<file path="config.mk">
export PLATFORM = sky130hd
export DESIGN_NAME = piso_tx
export DESIGN_NICKNAME = d
export VERILOG_FILES = /design/src/rtl/piso_tx.sv
export SDC_FILE = /design/constraint.sdc
export NUM_CORES = 1
export LEC_CHECK = 0
export ABC_AREA = 1
export CORE_MARGIN = 3
export CORE_UTILIZATION = 52
export DETAILED_ROUTE_END_ITERATION = 7
export PLACE_DENSITY = 0.92
export SYNTH_ARGS = -nofsm -noshare
export SYNTH_HDL_FRONTEND = slang
export SYNTH_SLANG_ARGS = --single-unit
</file>
<file path="constraint.sdc">
create_clock -name clk -period 3.1 [get_ports clk]
set_clock_uncertainty 0.2 [all_clocks]
set_input_delay 0.465 -clock clk [delete_from_list [all_inputs] [get_ports clk]]
set_output_delay 0.465 -clock clk [all_outputs]
set_load 0.1 [all_outputs]
</file>
<file path="src/rtl/piso_tx.sv">
// piso_tx: parallel-in serial-out SPI-style transmitter, MSB first.
// Ports: clk, rst_n (async, active-low); tx_data/tx_valid/tx_ready
// byte handshake; mosi serial data; shift_en receiver enable (~cs_n);
// cs_n frame select; done one-cycle end-of-frame pulse.
// Option: define PISO_TX_HOLD_BUF_EN for a one-entry holding buffer
// that chains frames back-to-back without a DONE gap.
module piso_tx #(
    parameter int DATA_W = 8
) (
    input  logic              clk,
    input  logic              rst_n,
    input  logic [DATA_W-1:0] tx_data,
    input  logic              tx_valid,
    output logic              tx_ready,
    output logic              mosi,
    output logic              shift_en,
    output logic              cs_n,
    output logic              done
);

    localparam int CW = $clog2(DATA_W);
    localparam logic [CW-1:0] LAST = CW'(DATA_W - 1);

    typedef enum logic [1:0] {
        IDLE,
        SHIFT,
        DONE
    } state_t;

    state_t            state, state_nx;
    logic [DATA_W-1:0] sreg, sreg_nx;
    logic [CW-1:0]     bit_cnt, bit_cnt_nx;
    logic              cs_q, cs_nx;
    logic              done_q, done_nx;
    logic              rdy_q, rdy_nx;
    logic              accept;
    logic              chain;
    logic [DATA_W-1:0] next_byte;

    assign accept = tx_valid & rdy_q;

`ifdef PISO_TX_HOLD_BUF_EN
    logic [DATA_W-1:0] buf_q, buf_nx;
    logic              full_q, full_nx;

    // Ready is never high while full, so buffer and tx_data never
    // compete for the shifter at the last-bit edge.
    assign chain     = full_q | accept;
    assign next_byte = full_q ? buf_q : tx_data;
`else
    assign chain     = 1'b0;
    assign next_byte = tx_data;
`endif

    always_comb begin
        state_nx   = state;
        sreg_nx    = sreg;
        bit_cnt_nx = bit_cnt;
        cs_nx      = cs_q;
        done_nx    = 1'b0;
`ifdef PISO_TX_HOLD_BUF_EN
        buf_nx     = buf_q;
        full_nx    = full_q;
`endif
        unique case (state)
            IDLE: begin
                if (accept) begin
                    state_nx   = SHIFT;
                    sreg_nx    = tx_data;
                    bit_cnt_nx = LAST;
                    cs_nx      = 1'b0;
                end
            end
            SHIFT: begin
`ifdef PISO_TX_HOLD_BUF_EN
                if (accept) begin
                    buf_nx  = tx_data;
                    full_nx = 1'b1;
                end
`endif
                if (bit_cnt == '0) begin
                    done_nx = 1'b1;
                    if (chain) begin
                        // Next byte goes straight into the shifter.
                        sreg_nx    = next_byte;
                        bit_cnt_nx = LAST;
`ifdef PISO_TX_HOLD_BUF_EN
                        full_nx    = 1'b0;
`endif
                    end else begin
                        state_nx = DONE;
                        sreg_nx  = '0;
                        cs_nx    = 1'b1;
                    end
                end else begin
                    sreg_nx    = {sreg[DATA_W-2:0], 1'b0};
                    bit_cnt_nx = bit_cnt - 1'b1;
                end
            end
            DONE: begin
                state_nx = IDLE;
            end
            default: begin
                state_nx = IDLE;
            end
        endcase

        // Ready is registered from the next state so it is glitch-free.
        rdy_nx = (state_nx == IDLE);
`ifdef PISO_TX_HOLD_BUF_EN
        rdy_nx = rdy_nx | ((state_nx == SHIFT) & ~full_nx);
`endif
    end

    always_ff @(posedge clk or negedge rst_n) begin
        if (!rst_n) begin
            state   <= IDLE;
            sreg    <= '0;
            bit_cnt <= '0;
            cs_q    <= 1'b1;
            done_q  <= 1'b0;
            rdy_q   <= 1'b0;
        end else begin
            state   <= state_nx;
            sreg    <= sreg_nx;
            bit_cnt <= bit_cnt_nx;
            cs_q    <= cs_nx;
            done_q  <= done_nx;
            rdy_q   <= rdy_nx;
        end
    end

`ifdef PISO_TX_HOLD_BUF_EN
    always_ff @(posedge clk or negedge rst_n) begin
        if (!rst_n) begin
            buf_q  <= '0;
            full_q <= 1'b0;
        end else begin
            buf_q  <= buf_nx;
            full_q <= full_nx;
        end
    end
`endif

    // Shifter drains to zero, so mosi is 0 outside SHIFT.
    assign mosi     = sreg[DATA_W-1];
    assign cs_n     = cs_q;
    assign shift_en = ~cs_q;
    assign done     = done_q;
    assign tx_ready = rdy_q;

endmodule

</file>
## Word-level counts from Yosys, hierarchy flattened

Cells that the tools add are included.

- Register bits after elaboration: 16
- Bits of input ports: 11
- Output and inout bits: 5
- Logic and storage cells: 34

- Add/subtract/negate cells: 1
- Eq/ne operators: 4
- Multiplexer cells: 14
- Bitwise operators: 2
- Reductions and logical operators: 7

Operator list:

| operator | number |
|---|---|
| 2-to-1 mux 8 bit | 2 |
| case mux 8 bit (2 select lines) | 1 |
| 2-to-1 mux 3 bit | 2 |
| inequality test 2 bit (second input constant) | 3 |
| case mux 3 bit (2 select lines) | 1 |
| AND reduction 3 bit | 2 |
| zero test 2 bit | 2 |
| 2-to-1 mux 1 bit | 4 |
| 2-to-1 mux 2 bit | 2 |
| case mux 2 bit (2 select lines) | 1 |
| zero test 3 bit | 1 |
| subtractor 3 x 1 -> 3 bit (second input constant) | 1 |
| == test 2 x 1 -> 1 bit (second input constant) | 1 |
| case mux 1 bit (2 select lines) | 1 |
| AND reduction 2 bit | 1 |
| nonzero test 2 bit | 1 |
| AND 1 bit | 1 |
| NOT 1 bit | 1 |

## Longest topological paths before layout

- Depth in word-level cells: 4
- Depth in mapped cells: 8
- Mapped depth without buffers: 7

## Least setup slack after synthesis

No wires, ideal clock.

- Kind: flip-flop to output port
- From: register cs_q (netlist: cs_n)
- To: output port shift_en
- Data arrival time: 1,375 ps
- Data required time: 2,435 ps
- Setup slack: 1,060 ps
- Stages on the path, launching flop included: 2
- Path buffers: 0
- Path through: dfstp_2 > inv_1

- Longest elaborated chain between the ends: 1

RTL lines:

| element | line | text |
|---|---|---|
| from (decl) | 33 | `logic cs_q, cs_nx;` |
| from (signal assigned) | 127 | `cs_q <= cs_nx;` |
| NOT 1 bit | 148 | `assign shift_en = ~cs_q;` |
| to (decl) | 16 | `output logic shift_en,` |

Every way passes these cells.

## Final worst setup path

- From: input port tx_valid
- To: register sreg[3]

- Longest elaborated chain between the ends: 3

RTL lines:

| element | line | text |
|---|---|---|
| from (decl) | 13 | `input logic tx_valid,` |
| AND 1 bit | 40 | `assign accept = tx_valid & rdy_q;` |
| inequality test 2 bit (no line) | n/a |  |
| AND reduction 2 bit (no line) | n/a |  |
| to (signal assigned) | 125 | `sreg <= sreg_nx;` |
| to (decl) | 31 | `logic [DATA_W-1:0] sreg, sreg_nx;` |

Every way passes these cells.
A chain may end at the register's enable or synchronous reset.

==> metrics <==
status finished, final reports clean; port buffer count 15; Achievable Freq 0.5442 GHz; fin crit share 59.27%; final core occ 69.51%; leading cell type in the layout, fill and taps excluded nand2_1; syn nets 113; pin count of the biggest net entering global routing 20; RSZ-0062 raised after global routing false; cell row count 13; DRT iter0 DRCs 19; CP startpoint tx_valid; Worst VDD drop roughly 0.00065 V; die height 45.03 µm; Reg-to-Reg Start state[1]; Setup Buffers After CTS 0; Worst Max-Slew Pin Slew 0.6922 ns; CP Capture Type flip-flop; Syn. warnings 0; Final Hold Vio Count 0; pwr/cell area about 1200 nW/µm²; hold path start cs_n; DRT Wirelength 1610 µm; CTS Buf Count 3; Die W 45.03 µm; vias per inst approximately 5.3; DRC viols 0; HPWL after detailed placement 1127 µm; CP Launch Type primary input; Netlist cell types 16; Remaining Overflow, GRT 0; Async S/R FF share, synth 100.0%; Mapped Cells 100; Slew headroom 53.71%; Layout Nets 129; CTS Buffer Depth 2; Vias 690; FF+latch area 401.6 µm²; Layout area overhead 19.91%; Worst-Skew Late Latency 0.30 ns; cts hold-fix bufs 0; Leak 0.0005227 µW; Sink Count 16; HP Class reg -> reg; I/O Pins 16; sum of negative setup slack 0 ns; max-slew violation count 0; vias in the first global route between 600 and 700; synthesized flop and latch total 16; Final GP Congestion 0.8040; worst-path fanout max 13; CP required 3.13 ns; TritonCTS clock tree done; drt first pass iters 4; Seq/Total Area, Yosys 50.71%; routed len/inst 12.38 µm; final setup vio count 0; WS Path Type in -> reg; full die area 2027 µm²; final antenna-violating net count 0; H-tree Lvls 1; CTS resizes 0; initial antenna violation count 0; share of layout cells above drive strength 1 11.30%; Mapped Area about 800 µm²; CTS clk-pin slew, worst paths 0.09 ns; Placeable Area about 1400 µm²; first-pass GRT wire length ~2600 µm; max_cap viols 0; Initial Utilization 57.97%; Post-synth EDFFs 0; Tmin final about 1.8 ns; Fillers 123; area taken by multi-input logic gates roughly 330 µm²; Mean Syn Cell Area 7.920 µm²; dominant synthesized flop cell dfrtp_1; CP arrival 1.87 ns; most frequent cells in the layout nand2_1 (44), nand3_1 (19), dfrtp_1 (15), clkdlybuf4s50_1 (10), inv_1 (6); Total Routing Usage GR 17.71%; setup slack, reg-to-reg 1.38 ns; clock root buffer clkbuf_4; # diodes 0
registers in the layout (all words and copies together), names as in the netlist:
signal / flops
sreg: 8
bit_cnt: 3
state: 2
cs_n: 1
done: 1
tx_ready: 1
critical path, stage by stage:
cell             delay, ns
clkdlybuf4s50_1       0.48
nand3_1               0.37
nand2_1               0.39
nand2_1               0.10
nand2_1               0.06
synth_stat cells, types with 2 or more instances:
library cell / number / share of area (%)
nand2_1: 44 / 21
inv_1: 6 / 2.8
buf_6: 2 / 2.8
nor2_1: 3 / 1.4
nand3_1: 19 / 12
dfrtp_1: 15 / 47
ha_1: 2 / 3.2
through the flow:
stage          hold slack (ns)  power [µW]  cells  instance area (µm²)  setup WS, ns
2_1_floorplan         -0.03059       916.7    100                792.0         1.060
3_3_place_gp            0.2854       997.8    126                913.4         1.037
3_5_place_dp            0.2922        1027    126                913.4        0.9802
4_1_cts                 0.3102        1165    130                949.7         1.285
5_1_grt                 0.3469        1246    130                949.7         1.158
6_report                0.3109        1163    130                949.7         1.263
power breakdown:
group | switching (µW) | internal [µW]
registers | 60.9 | 307
clock network | 67.9 | 71.7
logic | 482 | 174
total | 610 | 553
final timing paths:
kind	to	cells past startpoint
hold / removal	cs_n	2
max in group asynchronous	bit_cnt[1]	1
hold reg to reg	cs_n	2
min in group asynchronous	done	1
setup reg to reg	sreg[3]	5
setup / recovery	sreg[3]	5
layout make-up:
cell class	count	share of cell area, %
clock buffers	4	3.821
inverters	7	2.767
multi-input cells	73	34.65
flip-flops and latches	16	42.29
well taps	15	1.976
repair buffers	15	14.49
layer usage:
metal / GRT usage (%) / up-vias / wire, µm / part of all wire, %
li1: - / 344 / - / -
met1: 20.92 / 325 / 670 / 42
met2: 29.38 / 17 / 824 / 51
met3: 7.171 / 4 / 94 / 5.8
met4: 5.263 / 0 / 21 / 1.3
met5: 0 / - / 0 / 0
cells by family (layout without fill, tap and decap cells):
family	after synthesis	in the layout	synth area share, %
buffers and inverters	11	26	7.740
flip-flops	16	16	50.71
AND/OR/NAND/NOR	69	69	36.49
XOR/XNOR	1	1	1.106
adder cells (fa/ha/maj)	2	2	3.159
AO/OA/AOI/OAI	1	1	0.7904
Note: power is estimated with default switching activity, not from simulation.
